--- config.mk ---
export PLATFORM = sky130hd
export DESIGN_NAME = cp0_exc_ctrl
export DESIGN_NICKNAME = d
export VERILOG_FILES = /design/src/rtl/cp0_pkg.sv /design/src/rtl/cp0_timer.sv /design/src/rtl/cp0_exc_ctrl.sv
export SDC_FILE = /design/constraint.sdc
export NUM_CORES = 1
export LEC_CHECK = 0
export BUFFER_PORTS_ARGS = -buffer_cell sky130_fd_sc_hd__buf_2
export CAP_MARGIN = 15
export CORE_UTILIZATION = 30
export CTS_CLUSTER_DIAMETER = 150
export DETAILED_ROUTE_END_ITERATION = 8
export SKIP_CTS_REPAIR_TIMING = 1
export SYNTH_ARGS = -nofsm -noshare
export SYNTH_HDL_FRONTEND = slang
export SYNTH_HIERARCHICAL = 1
export SYNTH_SLANG_ARGS = --single-unit
export TNS_END_PERCENT = 100
--- constraint.sdc ---
create_clock -name clk -period 4.8 [get_ports clk]
set_input_delay 1.2 -clock clk [delete_from_list [all_inputs] [get_ports clk]]
set_output_delay 1.2 -clock clk [all_outputs]
set_load 0.01 [all_outputs]
--- src/rtl/cp0_pkg.sv ---
// Shared CP0 definitions: exception codes, register addresses, field positions
// and the exception-controller state encoding.
package cp0_pkg;

   localparam logic [4:0] EXC_INT  = 5'd0;
   localparam logic [4:0] EXC_ADEL = 5'd4;
   localparam logic [4:0] EXC_ADES = 5'd5;
   localparam logic [4:0] EXC_SYS  = 5'd8;
   localparam logic [4:0] EXC_BP   = 5'd9;
   localparam logic [4:0] EXC_RI   = 5'd10;
   localparam logic [4:0] EXC_OV   = 5'd12;

   localparam logic [4:0] REG_BADVADDR = 5'd8;
   localparam logic [4:0] REG_COUNT    = 5'd9;
   localparam logic [4:0] REG_COMPARE  = 5'd11;
   localparam logic [4:0] REG_STATUS   = 5'd12;
   localparam logic [4:0] REG_CAUSE    = 5'd13;
   localparam logic [4:0] REG_EPC      = 5'd14;

   // Status and Cause field positions
   localparam int ST_IE     = 0;
   localparam int ST_EXL    = 1;
   localparam int ST_IM_LO  = 8;
   localparam int ST_BEV    = 22;
   localparam int CA_EXC_LO = 2;
   localparam int CA_IP_LO  = 8;
   localparam int CA_BD     = 31;

   typedef enum logic [1:0] {
      S_IDLE,
      S_FLUSH,
      S_REDIRECT
   } cp0_state_e;

endpackage

--- src/rtl/cp0_timer.sv ---
// CP0 Count/Compare timer: prescaled Count, Compare register and the IP7
// match flag that is cleared by any Compare write.
module cp0_timer
   import cp0_pkg::*;
#(
   parameter int DATA_W    = 32,
   parameter int COUNT_DIV = 2
) (
   input  logic              clk,
   input  logic              reset,
   input  logic              count_we,
   input  logic              compare_we,
   input  logic [DATA_W-1:0] wdata,
   output logic [DATA_W-1:0] count_o,
   output logic [DATA_W-1:0] compare_o,
   output logic              ip7_o
);

   localparam int DIV_W = (COUNT_DIV > 1) ? $clog2(COUNT_DIV) : 1;

   logic [DIV_W-1:0]  div_q, div_d;
   logic [DATA_W-1:0] count_q, count_d;
   logic [DATA_W-1:0] compare_q, compare_d;
   logic              ip7_q, ip7_d;
   logic              tick;

   always_comb begin
      tick      = (div_q == DIV_W'(COUNT_DIV - 1));
      div_d     = tick ? '0 : div_q + DIV_W'(1);
      count_d   = count_q;
      compare_d = compare_q;
      ip7_d     = ip7_q;
      // A software Count write takes precedence over the prescaled increment
      if (count_we) begin
         count_d = wdata;
      end else if (tick) begin
         count_d = count_q + DATA_W'(1);
         if (count_d == compare_q) ip7_d = 1'b1;
      end
      if (compare_we) begin
         compare_d = wdata;
         ip7_d     = 1'b0;
      end
   end

   always_ff @(posedge clk) begin
      if (reset) begin
         div_q     <= '0;
         count_q   <= '0;
         compare_q <= '0;
         ip7_q     <= 1'b0;
      end else begin
         div_q     <= div_d;
         count_q   <= count_d;
         compare_q <= compare_d;
         ip7_q     <= ip7_d;
      end
   end

   assign count_o   = count_q;
   assign compare_o = compare_q;
   assign ip7_o     = ip7_q;

endmodule

--- src/rtl/cp0_exc_ctrl.sv ---
// CP0 register file and precise exception/interrupt controller: prioritises
// stage exceptions, updates EPC/Cause/Status and sequences flush + PC redirect.
//
// state    | meaning
// S_IDLE   | accepting exceptions, interrupts and ERET
// S_FLUSH  | one-cycle kill of all in-flight stages
// S_REDIRECT | redirect_valid held until FETCH accepts redirect_pc
module cp0_exc_ctrl
   import cp0_pkg::*;
#(
   parameter int                DATA_W     = 32,
   parameter int                N_HW_INT   = 6,
   parameter logic [DATA_W-1:0] EXC_VECTOR = 32'hBFC0_0380,
   parameter int                COUNT_DIV  = 2
) (
   input  logic                clk,
   input  logic                reset,
   input  logic [N_HW_INT-1:0] hw_int,
   input  logic                if_adel,
   input  logic [DATA_W-1:0]   if_pc,
   input  logic                if_bd,
   input  logic                id_ri,
   input  logic                id_sys,
   input  logic                id_bp,
   input  logic [DATA_W-1:0]   id_pc,
   input  logic                id_bd,
   input  logic                exe_ov,
   input  logic [DATA_W-1:0]   exe_pc,
   input  logic                exe_bd,
   input  logic                mem_adel,
   input  logic                mem_ades,
   input  logic [DATA_W-1:0]   mem_pc,
   input  logic                mem_bd,
   input  logic [DATA_W-1:0]   mem_bva,
   input  logic                mem_valid,
   input  logic                eret,
   input  logic                cp0_we,
   input  logic [4:0]          cp0_addr,
   input  logic [2:0]          cp0_sel,
   input  logic [DATA_W-1:0]   cp0_wdata,
   output logic [DATA_W-1:0]   cp0_rdata,
   output logic                flush,
   output logic                redirect_valid,
   output logic [DATA_W-1:0]   redirect_pc,
   input  logic                redirect_ready,
   output logic                busy,
   output logic [DATA_W-1:0]   status_o,
   output logic [DATA_W-1:0]   cause_o,
   output logic [DATA_W-1:0]   epc_o
);

   cp0_state_e        state_q, state_d;
   logic [7:0]        im_q, im_d;
   logic              exl_q, exl_d;
   logic              ie_q, ie_d;
   logic [1:0]        ip_sw_q, ip_sw_d;
   logic [N_HW_INT-1:0] ip_hw_q;
   logic [4:0]        exc_code_q, exc_code_d;
   logic              bd_q, bd_d;
   logic [DATA_W-1:0] epc_q, epc_d;
   logic [DATA_W-1:0] badvaddr_q, badvaddr_d;
   logic [DATA_W-1:0] redirect_pc_q, redirect_pc_d;

   logic [DATA_W-1:0] count_w, compare_w;
   logic              timer_ip7;
   logic [7:0]        ip;
   logic [DATA_W-1:0] status_v, cause_v;
   logic              sel0, we_status, we_cause, we_epc;
   logic              int_pend;
   logic              ev_take, ev_bd, ev_bva_we;
   logic [4:0]        ev_code;
   logic [DATA_W-1:0] ev_pc, ev_bva;

   assign sel0      = (cp0_sel == 3'd0);
   assign we_status = cp0_we && sel0 && (cp0_addr == REG_STATUS);
   assign we_cause  = cp0_we && sel0 && (cp0_addr == REG_CAUSE);
   assign we_epc    = cp0_we && sel0 && (cp0_addr == REG_EPC);

   cp0_timer #(
      .DATA_W    (DATA_W),
      .COUNT_DIV (COUNT_DIV)
   ) u_timer (
      .clk        (clk),
      .reset      (reset),
      .count_we   (cp0_we && sel0 && (cp0_addr == REG_COUNT)),
      .compare_we (cp0_we && sel0 && (cp0_addr == REG_COMPARE)),
      .wdata      (cp0_wdata),
      .count_o    (count_w),
      .compare_o  (compare_w),
      .ip7_o      (timer_ip7)
   );

   // With six hardware lines the last one shares IP7 with the timer
   always_comb begin
      ip      = '0;
      ip[1:0] = ip_sw_q;
      for (int i = 0; i < N_HW_INT; i++) ip[2+i] = ip_hw_q[i];
      ip[7]   = ip[7] | timer_ip7;

      status_v                     = '0;
      status_v[ST_BEV]             = 1'b1;
      status_v[ST_IM_LO +: 8]      = im_q;
      status_v[ST_EXL]             = exl_q;
      status_v[ST_IE]              = ie_q;

      cause_v                      = '0;
      cause_v[CA_BD]               = bd_q;
      cause_v[CA_IP_LO +: 8]       = ip;
      cause_v[CA_EXC_LO +: 5]      = exc_code_q;
   end

   assign int_pend = (|(ip & im_q)) && ie_q && !exl_q && mem_valid;

   always_comb begin
      ev_take   = 1'b1;
      ev_code   = EXC_INT;
      ev_pc     = mem_pc;
      ev_bd     = 1'b0;
      ev_bva_we = 1'b0;
      ev_bva    = mem_bva;
      if (mem_adel) begin
         ev_code = EXC_ADEL; ev_bd = mem_bd; ev_bva_we = 1'b1;
      end else if (mem_ades) begin
         ev_code = EXC_ADES; ev_bd = mem_bd; ev_bva_we = 1'b1;
      end else if (exe_ov) begin
         ev_code = EXC_OV; ev_pc = exe_pc; ev_bd = exe_bd;
      end else if (id_ri) begin
         ev_code = EXC_RI; ev_pc = id_pc; ev_bd = id_bd;
      end else if (id_sys) begin
         ev_code = EXC_SYS; ev_pc = id_pc; ev_bd = id_bd;
      end else if (id_bp) begin
         ev_code = EXC_BP; ev_pc = id_pc; ev_bd = id_bd;
      end else if (if_adel) begin
         ev_code = EXC_ADEL; ev_pc = if_pc; ev_bd = if_bd;
         ev_bva_we = 1'b1; ev_bva = if_pc;
      end else if (!int_pend) begin
         ev_take = 1'b0;
      end
   end

   always_comb begin
      state_d       = state_q;
      im_d          = im_q;
      exl_d         = exl_q;
      ie_d          = ie_q;
      ip_sw_d       = ip_sw_q;
      exc_code_d    = exc_code_q;
      bd_d          = bd_q;
      epc_d         = epc_q;
      badvaddr_d    = badvaddr_q;
      redirect_pc_d = redirect_pc_q;

      if (we_status) begin
         im_d  = cp0_wdata[ST_IM_LO +: 8];
         exl_d = cp0_wdata[ST_EXL];
         ie_d  = cp0_wdata[ST_IE];
      end
      if (we_cause) ip_sw_d = cp0_wdata[CA_IP_LO +: 2];
      if (we_epc)   epc_d   = cp0_wdata;

      // Event updates are applied after MTC0 so they win on shared fields
      unique case (state_q)
         S_IDLE: begin
            if (ev_take) begin
               exc_code_d    = ev_code;
               bd_d          = ev_bd;
               epc_d         = ev_bd ? ev_pc - DATA_W'(4) : ev_pc;
               exl_d         = 1'b1;
               if (ev_bva_we) badvaddr_d = ev_bva;
               redirect_pc_d = EXC_VECTOR;
               state_d       = S_FLUSH;
            end else if (eret) begin
               exl_d         = 1'b0;
               redirect_pc_d = epc_q;
               state_d       = S_FLUSH;
            end
         end
         S_FLUSH:    state_d = S_REDIRECT;
         S_REDIRECT: if (redirect_ready) state_d = S_IDLE;
         default:    state_d = S_IDLE;
      endcase
   end

   always_ff @(posedge clk) begin
      if (reset) begin
         state_q       <= S_IDLE;
         im_q          <= '0;
         exl_q         <= 1'b0;
         ie_q          <= 1'b0;
         ip_sw_q       <= '0;
         ip_hw_q       <= '0;
         exc_code_q    <= '0;
         bd_q          <= 1'b0;
         epc_q         <= '0;
         badvaddr_q    <= '0;
         redirect_pc_q <= '0;
      end else begin
         state_q       <= state_d;
         im_q          <= im_d;
         exl_q         <= exl_d;
         ie_q          <= ie_d;
         ip_sw_q       <= ip_sw_d;
         ip_hw_q       <= hw_int;
         exc_code_q    <= exc_code_d;
         bd_q          <= bd_d;
         epc_q         <= epc_d;
         badvaddr_q    <= badvaddr_d;
         redirect_pc_q <= redirect_pc_d;
      end
   end

   always_comb begin
      cp0_rdata = '0;
      if (sel0) begin
         unique case (cp0_addr)
            REG_BADVADDR: cp0_rdata = badvaddr_q;
            REG_COUNT:    cp0_rdata = count_w;
            REG_COMPARE:  cp0_rdata = compare_w;
            REG_STATUS:   cp0_rdata = status_v;
            REG_CAUSE:    cp0_rdata = cause_v;
            REG_EPC:      cp0_rdata = epc_q;
            default:      cp0_rdata = '0;
         endcase
      end
   end

   assign flush          = (state_q == S_FLUSH);
   assign redirect_valid = (state_q == S_REDIRECT);
   assign redirect_pc    = redirect_pc_q;
   assign busy           = (state_q != S_IDLE);
   assign status_o       = status_v;
   assign cause_o        = cause_v;
   assign epc_o          = epc_q;

endmodule

* Yosys cells after proc, flatten, opt, wreduce, memory -nomap -nowiden
Cells that the tools add are included.
** Cells by class
- Reductions and logical operators :: 23
- Eq/ne operators :: 11
- Bitwise operators :: 3
- Add/subtract/negate cells :: 3
- Muxes and demuxes :: 61
** Operators with widths (number)
- $mux 32 :: 23
- $pmux 32 s6 :: 1
- $add 32x1->32 const B :: 1
- $eq 32x32->1 :: 1
- $sub 32x3->32 const B :: 1
- $eq 5x4->1 const B :: 6
- $mux 1 :: 26
- $mux 4 :: 6
- $logic_and 1x1->1 :: 9
- $and 8x8->8 :: 1
- $reduce_or 8->1 :: 1
- $mux 2 :: 3
- $pmux 2 s3 :: 1
- $reduce_and 2->1 :: 3
- $reduce_and 3->1 :: 2
- $reduce_bool 2->1 :: 3
- $reduce_or 2->1 :: 2
- $logic_not 3->1 :: 1
- $mux 3 :: 1
- $ne 3x3->1 const B :: 1
- $eq 2x1->1 const B :: 1
- $eq 2x2->1 const B :: 1
- $logic_not 2->1 :: 1
- $ne 2x1->1 const B :: 1
- 4 further kinds :: 4
** Word-level totals
- Register bits :: 188
- Logic and storage cells :: 116
- Output and inout bits :: 163
- Bits of input ports :: 223

* Longest topological paths before layout
Gate-level depths: netlist of the first run.
- Word-level depth :: 16
- Mapped depth :: 15
- Mapped depth without buffers :: 12

* Modules after synthesis
The synthesis of the first run kept the hierarchy.
** Modules (own cells, without submodules)
- cp0_exc_ctrl :: area each 8296.7 um^2, times used 1, sequential area each 2422.3 um^2, cells each 1047
- cp0_timer :: area each 3980.1 um^2, times used 1, sequential area each 1321.3 um^2, cells each 499

* Worst setup path after synthesis of the first run
No wires, ideal clock.
- Kind :: input -> output
- Start point :: input port cp0_addr[4]
- End point :: output port cp0_rdata[31]
- Setup slack :: 0.519 ns
- Stages on the path :: 7
- Arrival time :: 3.081 ns
- Required time :: 3.600 ns
- Buffers on the path :: 2
- Cell sequence :: nand2b_1 nor3b_1 and2_1 clkbuf_1 clkbuf_1 a22oi_1 a31oi_1
** On the way
- Cells in the longest elaborated chain, start to end :: 3
- Elaborated cells between the ends (all ways) :: 8
- Classes of those cells :: eq/ne: 6; mux: 2
** Ends and longest elaborated chain
- start: declaration :: line cp0_exc_ctrl.sv:38 : input logic [4:0] cp0_addr,
- $eq 5x4->1 :: line cp0_exc_ctrl.sv:215 : unique case (cp0_addr)
- $pmux 32 s6 (*) :: line cp0_exc_ctrl.sv:215
- $mux 32 (*) :: line cp0_exc_ctrl.sv:214 : if (sel0) begin
- end: declaration :: line cp0_exc_ctrl.sv:41 : output logic [DATA_W-1:0] cp0_rdata,
Every way passes the cells marked *; elsewhere a longest branch is shown, timed or not.

* Worst setup path in the final report of the first run
- Start point :: input port cp0_addr[0]
- End point :: output port cp0_rdata[22]
The elaborated chain is that of the path after synthesis.

==> key figures, run 1 <==
Placement
  • Cell Area, Placed: 14400 um2
  • Placer Congestion: 0.979
  • Placed wire-length estimate after detailed placement: 48.4 mm
  • Port buffer count: 344

Floorplanning
  • Ports: 386
  • Chip height: 204 um
  • Die width: 204 um
  • Die area: 41700 um2
  • Core area: 40000 um2
  • Initial Util: 0.307
  • Standard-cell rows: 73

Clocking
  • Clock tree from TritonCTS: built
  • Root buf cell: clkbuf_16
  • Cts bufs inserted: 17
  • Clock buffer depth: 2
  • Clock latency on the worst-skew pair: 0.46 ns
  • Clk sink count: 187
  • Clock slew at reported path FFs: 0.09 ns
  • CTS H-tree depth: 4

Yosys
  • Seq cells post-synth: 187
  • Largest cells by area after synthesis: dfxtp_1 30%, mux2i_1 9.7%, nor2_1 7.2%
  • FFs w/ async S/R, synth: 0
  • Avg Cell Area, Syn: 7.94 um2
  • Synthesized instance count: 1546
  • Top post-synthesis cells by count: 237 x nor2_1, 187 x dfxtp_1, 119 x mux2i_1
  • Synth warn: 6
  • Most frequent cell after synthesis: nor2_1
  • EDFF count, synth: 0
  • Seq/Total Area, Yosys: 0.305
  • Synthesized cell area: 12300 um2
  • Ys flop type: dfxtp_1
  • Cell taking the most area after synthesis: dfxtp_1
  • Yosys top cell area share: 0.305
  • Synth unique cells: 84

Critical path
  • Worst path arrival time: 3.01 ns
  • Critical path class: input port to primary output
  • CP Max Fanout: 7
  • Startpoint Class: input port
  • CP endpoint kind: primary output
  • Worst EP required: 3.60 ns

Power
  • Sequential Power Share: 0.439
  • Leakage Power: 6.48 nW
  • Peak supply drop: 0.000252 V
  • Power density cells: 273 nW/um2
  • Sw frac: 0.350
  • Pint: 2.67 mW
  • Comb pwr share: 0.202
  • P_sw: 1.43 mW
  • Clock power share: 0.358

STA
  • RSZ-0062 raised after global routing: false
  • Minimum clock period: 4.21 ns
  • Final setup vio count: 0
  • Maximum clock frequency: 238 MHz
  • Least-Margin Pin Slew: 1.12 ns
  • Final Hold Fails: 0
  • Max Slew Vio Count: 0
  • Rel. slew slack: 0.253
  • Final period utilization: 0.877
  • Sum Neg Setup Slack: 0 ns
  • Final Skew: 0.0154 ns

Routing
  • Drt first-iter violations: 1233
  • Via/cell ratio: 5.64
  • Antenna viol nets, final: 0
  • First-pass DRT Iterations: 6
  • DR vias: 13324
  • Wire per inst: 25.3 um
  • # DRC: 0
  • Post-Route WL: 59.7 mm

Global routing
  • Number of global-route vias before repair: 12535
  • Pin count of the biggest net entering global routing: 104
  • GR Util All Layers: 0.277
  • Total grt overflow: 0
  • First-pass GRT wire length: 85.4 mm
  • Antenna violations before repair: 2

Cells and area
  • Final instance area: 15000 um2
  • Area Growth Syn to Fin: 22.3%
  • Share of layout cells above drive strength 1: 0.259
  • Layout net count: 2048

Worst hold path
  • Min-Delay Path Class: register to register

Outcome
  • Status: complete, no violations

Job
  • Max-cap violations: 0
-- final timing paths --
check                     start               to  slack (ns)  cells after the start
min             redirect_pc[29]  redirect_pc[29]        0.50                      2
max                 cp0_addr[0]    cp0_rdata[22]        0.59                      7
min reg2reg     redirect_pc[29]  redirect_pc[29]        0.50                      2
max reg2reg  u_timer/count_o[0]    u_timer/ip7_o        1.19                     10
-- worst max-delay path, cell delays in order --
cell,delay [ns]
buf_2,0.13
nor4bb_2,0.52
buf_4,0.26
a21oi_1,0.05
or2_2,0.28
a21oi_1,0.36
buf_2,0.22
-- per-layer routing --
metal | global-route usage | wire length (um) | vias to the layer above
met4 | 0.105 | 1950 | 2
met1 | 0.362 | 25200 | 6462
met3 | 0.0408 | 4070 | 79
met5 | 0 | 9 | -
met2 | 0.459 | 28400 | 667
li1 | - | - | 6114
-- final cells by class --
cell class	count	area (um2)
fillers	4286	25000
multi-input cells	1206	7790
flip-flops and latches	187	3740
repair buffers	396	2140
well taps	525	657
clock buffers	17	425
clock inverters	15	190
inverters	15	56.3
diodes	2	5.00
-- layout by cell type (no fill, tap or decap), types with 12 or more instances in the layout --
master     count
nand2_1       88
inv_1         15
and3_1        20
nor3_1        33
nor2_1       236
nor4_1        14
nor2b_1       15
o21ai_0       37
buf_2        343
a22oi_1       84
or3_1         15
a211oi_1      60
a21oi_1       82
mux2_2        12
clkbuf_16     17
nand3_1       42
conb_1        41
dfxtp_1      187
buf_4         51
nand2b_1      13
xor2_1        38
nand4_1       20
xnor2_1       51
mux2i_1      119
a31oi_1       16
-- power by group through the flow --
stage / sequential [mW] / clock, mW / combinational, mW
final: 1.80 / 1.47 / 0.830
after CTS: 1.80 / 1.49 / 0.821
after detailed placement: 1.84 / 0 / 0.818
after floorplan: 1.76 / 0 / 0.451
after global routing: 1.80 / 1.56 / 0.892
after global placement: 1.84 / 0 / 0.818
-- metrics by stage --
step	std cells	hold WS (ns)	power, mW	utilization	worst slack, ns
6_report	2363	0.503	4.10	0.375	0.592
5_1_grt	2362	0.523	4.25	0.375	0.419
4_1_cts	2361	0.504	4.11	0.375	0.647
3_5_place_dp	2329	0.490	2.66	0.360	0.228
3_3_place_gp	2329	0.484	2.66	0.360	0.410
2_1_floorplan	1585	0.421	2.21	-	0.519
-- flip-flops by register name (all words and copies together), names as in the netlist --
name               cells
state_q                2
ie_q                   1
u_timer/count_o       32
u_timer/div_q          1
u_timer/ip7_o          1
bd_q                   1
im_q                   8
badvaddr_q            32
exl_q                  1
ip_sw_q                2
exc_code_q             4
redirect_pc           32
ip_hw_q                6
u_timer/compare_o     32
epc_o                 32
-- cell families after synthesis --
family | count (synthesis) | synth area share
fa+ha+maj | 2 | 0.00204
other cells | 2 | 0.000612
flops | 187 | 0.305
xor+xnor | 89 | 0.0635
simple gates | 557 | 0.224
mux | 131 | 0.108
compound gates | 386 | 0.220
buf+inv | 192 | 0.0771
Note: power is estimated with default switching activity, not from simulation.
==> inputs of run 2 (changes only) <==
- clock period: 4.8 -> 3.8 ns (I/O delays scaled with it)
==> run 2 against run 1 <==
Against the previous run:
- non-clock buffer count rose by 60
- utilization rose by 1.4 points
- combinational power rose by 34%
- clock power rose by 27%
- die area did not move
- sequential cell count did not move
- total power rose by 28%
- via count rose by 1.5%
- highest routed layer is now met4
==> key figures, run 2 (same netlist as run 1, synthesis figures left out) <==
Outcome
  • Status: complete, no violations

Clocking
  • Root buf cell: clkbuf_16
  • Clock slew at reported path FFs: 0.08 ns
  • Clock tree from TritonCTS: built
  • Clk sink count: 187
  • CTS H-tree depth: 4
  • Clock latency on the worst-skew pair: 0.46 ns
  • Cts bufs inserted: 17
  • Clock buffer depth: 2

Routing
  • First-pass DRT Iterations: 7
  • # DRC: 0
  • Via/cell ratio: 5.58
  • Post-Route WL: 59.8 mm
  • Antenna viol nets, final: 0
  • DR vias: 13527
  • Wire per inst: 24.7 um
  • Drt first-iter violations: 1289

Cells and area
  • Finished Core Util: 0.390
  • Most common cell after layout, fill and taps aside: buf_2
  • Layout net count: 2108
  • Commonest cells after routing, fill and taps aside: 343 x buf_2, 236 x nor2_1, 187 x dfxtp_1
  • Share of layout cells above drive strength 1: 0.284
  • Layout fillers: 4252
  • Area Growth Syn to Fin: 27.0%
  • Final Instance Count excl. Fillers: 2423

Placement
  • Placer Congestion: 1.03
  • Placed wire-length estimate after detailed placement: 48.9 mm
  • Placed cells: 2389
  • Port buffer count: 344
  • Placement Setup Slack: 0.0217 ns

Power
  • Peak supply drop: 0.000304 V
  • Pint: 3.47 mW
  • P_sw: 1.79 mW
  • Clock power share: 0.357
  • Leakage Power: 6.83 nW
  • Sw frac: 0.340
  • Power density cells: 337 nW/um2
  • Sequential Power Share: 0.432
  • Comb pwr share: 0.211
  • Pwr Total: 5.26 mW

Floorplanning
  • Standard-cell rows: 73
  • Ports: 386
  • Core area: 40000 um2
  • Initial Util: 0.307
  • Die area: 41700 um2
  • Die width: 204 um
  • Chip height: 204 um

Critical path
  • Worst r2r src: u_timer/count_o[3]
  • Critical path class: input port to primary output
  • CP peak stage delay: 0.40 ns
  • CP endpoint kind: primary output
  • Slowest-stage cell, CP: nor4_2
  • CP Max Fanout: 21
  • Critical path launch point: cp0_addr[4]
  • Cell count along the critical path: 7
  • Startpoint Class: input port
  • R2R Path End: u_timer/ip7_o
  • Worst path buffer plus inverter count: 3
  • Cell family with most CP delay: simple AND/OR/NAND/NOR gates
  • Reg2reg setup slack: 0.68 ns
  • Most frequent CP cell: buf_2
  • Worst EP required: 2.85 ns
  • Worst path arrival time: 2.72 ns
  • CP Cell Sequence: buf_2 > nand2b_1 > nor4_2 > buf_4 > a222oi_1 > nor2_1 > buf_2
  • Worst-case reg-to-reg path depth: 9

Global routing
  • Total grt overflow: 0
  • Number of global-route vias before repair: 12865
  • First-pass GRT wire length: 85.7 mm
  • Antenna violations before repair: 2
  • GR Util All Layers: 0.280
  • Pin count of the biggest net entering global routing: 97

Worst hold path
  • Hold Startpoint: redirect_pc[7]
  • WHS Path Cells: 2
  • Min-Delay Path Class: register to register
  • Hold endpoint: redirect_pc[7]

STA
  • Final Hold Fails: 0
  • Maximum clock frequency: 272 MHz
  • Final Skew: 0.00874 ns
  • Least-Margin Pin Slew: 1.02 ns
  • RSZ-0062 raised after global routing: false
  • Rel. slew slack: 0.320
  • Final period utilization: 0.966
  • Max Slew Vio Count: 0
  • Final setup vio count: 0
  • Worst setup margin: 0.129 ns
  • Sum Neg Setup Slack: 0 ns
  • Minimum clock period: 3.67 ns

Job
  • Max-cap violations: 0
==> run 2: worst max path at each step <==
stage | to | slack (ns)
floorplan | cp0_rdata[31] | 0.02
global placement | cp0_rdata[14] | 0.07
detailed placement | epc_o[22] | 0.02
CTS | cp0_rdata[14] | 0.01
global route | cp0_rdata[21] | 0.02
finish | cp0_rdata[17] | 0.13
==> run 2: area by class of cell <==
| cell class | count | area, um2 | share of cell area |
|---|---|---|---|
| Inverter | 15 | 56.3 | 0.00361 |
| Tap cell | 525 | 657 | 0.0421 |
| Clock buffer | 18 | 439 | 0.0282 |
| Multi-Input combinational cell | 1206 | 7800 | 0.500 |
| Antenna cell | 2 | 5.00 | 0.000321 |
| Sequential cell | 187 | 3740 | 0.240 |
| Clock inverter | 14 | 174 | 0.0112 |
| Timing Repair Buffer | 456 | 2720 | 0.174 |
==> run 2: stage by stage <==
step | hold slack, ns | instance area [um2]
final | 0.500 | 15600
after detailed placement | 0.487 | 15000
after floorplan | 0.421 | 12400
after global routing | 0.533 | 15600
after CTS | 0.498 | 15600
after global placement | 0.482 | 15000
==> run 2: worst register-to-register path, stage by stage (launching register included) <==
cell and delay [ns]:
dfxtp_1 0.53, nand3_2 0.33, or4_1 0.73, nor4_4 0.37, buf_4 0.19, xor2_1 0.05, o21ai_0 0.18, nor4b_1 0.32
nand4_1 0.17, o21ai_1 0.17
==> run 2: per-layer routing <==
layer / routed length, um / track usage / up-vias
met3: 4110 / 0.0392 / 74
met2: 29300 / 0.485 / 691
met4: 1740 / 0.0930 / 0
met5: 0 / 0 / -
li1: - / - / 6244
met1: 24700 / 0.353 / 6518
==> run 2: power by group through the flow <==
stage                     sequential (mW)  combinational (mW)  clock (mW)
after floorplan                      2.23               0.569           0
after global placement               2.31                1.10           0
after detailed placement             2.32                1.10           0
after CTS                            2.27                1.10        1.89
after global routing                 2.27                1.19        1.97
final                                2.27                1.11        1.87
==> inputs of run 3 (changes only) <==
- clock period: 3.8 -> 3.5 ns (I/O delays scaled with it)
==> run 3 against run 2 <==
Against the previous run:
- sequential share of layout area shrank 0.53 points
- via count grew 1.1%
- sequential power grew 6%
- utilization grew 0.89 points
- clock-buffer cell count shrank 1
- design area grew 2.3%
- clock power grew 9%
- cell count grew 1.7%
- non-clock buffer count grew 42
- routed wire length shrank 1.6%
- critical endpoint is now cp0_rdata[30]
- highest routed layer is now met5
==> key figures, run 3 (same netlist as run 1, synthesis figures left out) <==
Critical path
  • Worst path arrival time: 2.56 ns
  • CP endpoint kind: primary output
  • CP Max Fanout: 13
  • Reg2reg setup slack: 0.42 ns
  • Worst r2r src: u_timer/count_o[6]
  • R2R Path End: u_timer/ip7_o
  • Worst-case reg-to-reg path depth: 9
  • Critical path class: input port to primary output
  • Worst EP required: 2.62 ns
  • Startpoint Class: input port

STA
  • Final setup vio count: 0
  • Sum Neg Setup Slack: 0 ns
  • Rel. slew slack: 0.386
  • Final period utilization: 0.983
  • RSZ-0062 raised after global routing: false
  • Maximum clock frequency: 291 MHz
  • Final Hold Fails: 0
  • Final Skew: 0.0141 ns
  • Max Slew Vio Count: 0
  • Minimum clock period: 3.44 ns
  • Least-Margin Pin Slew: 0.921 ns

Floorplanning
  • Chip height: 204 um
  • Die area: 41700 um2
  • Standard-cell rows: 73
  • Core area: 40000 um2
  • Die width: 204 um
  • Ports: 386
  • Initial Util: 0.307

Power
  • Pwr Total: 5.73 mW
  • Leakage Power: 7.04 nW
  • Power density cells: 359 nW/um2
  • Peak supply drop: 0.000291 V

Clocking
  • Root buf cell: clkbuf_16
  • CTS H-tree depth: 4
  • Clock buffer depth: 2
  • Cts bufs inserted: 17
  • Clock slew at reported path FFs: 0.08 ns
  • Clock tree from TritonCTS: built
  • Clk sink count: 187
  • Clock latency on the worst-skew pair: 0.44 ns

Global routing
  • First-pass GRT wire length: 84.6 mm
  • GR Util All Layers: 0.274
  • Met2 Usage GRT: 0.464
  • Pin count of the biggest net entering global routing: 188
  • GRT busiest layer: met2
  • Total grt overflow: 0
  • Met3 Resource Use GR: 0.0488
  • Met1 GRT Util: 0.342
  • Number of global-route vias before repair: 12774
  • Antenna violations before repair: 2

Routing
  • Antenna viol nets, final: 0
  • # DRC: 0
  • Via/cell ratio: 5.55
  • Post-Route WL: 58.9 mm
  • Drt first-iter violations: 1311
  • DR vias: 13672
  • First-pass DRT Iterations: 8
  • Wire per inst: 23.9 um

Cells and area
  • Share of layout cells above drive strength 1: 0.300
  • Area Growth Syn to Fin: 29.9%
  • Antenna cells: 0
  • Most common cell after layout, fill and taps aside: buf_2
  • Commonest cells after routing, fill and taps aside: 343 x buf_2, 235 x nor2_1, 187 x dfxtp_1
  • Layout net count: 2150
  • Layout fillers: 4228
  • Finished Core Util: 0.399
  • Final Instance Count excl. Fillers: 2463

Outcome
  • Status: complete, no violations

Worst hold path
  • Hold Startpoint: redirect_pc[9]
  • Min-Delay Path Class: register to register
  • WHS Path Cells: 2
  • Hold endpoint: redirect_pc[9]

Job
  • Max-cap violations: 0

Placement
  • Placed cells: 2431
  • Placed wire-length estimate after detailed placement: 48.1 mm
  • Placer Congestion: 0.948
  • Port buffer count: 344
run 3: layout make-up:
| type | instances | area, um2 | area share |
|---|---|---|---|
| sequential | 187 | 3740 | 0.235 |
| multi-input combinational | 1206 | 7820 | 0.491 |
| timing repair buffer | 498 | 3040 | 0.191 |
| tap | 525 | 657 | 0.0412 |
| clock buffer | 17 | 425 | 0.0267 |
| inverter | 15 | 56.3 | 0.00353 |
| clock inverter | 15 | 196 | 0.0123 |
run 3: critical path, stage by stage:
cell and delay (ns):
buf_2 0.12, nand2b_1 0.16, buf_4 0.15, nor4_2 0.15, buf_4 0.18, o41ai_2 0.07, buf_4 0.19, buf_12 0.16
nor2_1 0.29, buf_2 0.21
run 3: routing by layer:
| layer | vias to the layer above | routed length (um) |
|---|---|---|
| met5 | - | 13 |
| met4 | 2 | 2210 |
| met3 | 80 | 3950 |
| met2 | 641 | 28300 |
| met1 | 6619 | 24400 |
| li1 | 6330 | - |
run 3: power breakdown:
| group | internal, mW | switching (mW) | leakage (nW) |
|---|---|---|---|
| clock | 1.04 | 0.996 | 0.298 |
| combinational | 0.502 | 0.780 | 5.21 |
| sequential | 2.26 | 0.155 | 1.53 |
| total | 3.80 | 1.93 | 7.04 |
run 3: worst max path at each step:
stage | from | end | slack, ns | depth (start not counted)
3_5_place_dp | id_sys | epc_o[20] | -0.19 | 11
4_1_cts | cp0_addr[2] | cp0_rdata[13] | 0.04 | 8
6_report | cp0_addr[4] | cp0_rdata[30] | 0.06 | 10
3_3_place_gp | id_sys | epc_o[16] | -0.08 | 9
5_1_grt | cp0_addr[2] | cp0_rdata[9] | 0.007 | 8
2_1_floorplan | id_sys | epc_o[16] | -0.14 | 12
run 3: through the flow:
step	cell area (um2)	setup WS (ns)	hold slack (ns)
after floorplan	12400	-0.141	0.421
after global placement	15300	-0.0820	0.482
after detailed placement	15300	-0.194	0.488
after CTS	15900	0.0445	0.500
after global routing	15900	0.00653	0.534
final	15900	0.0603	0.500
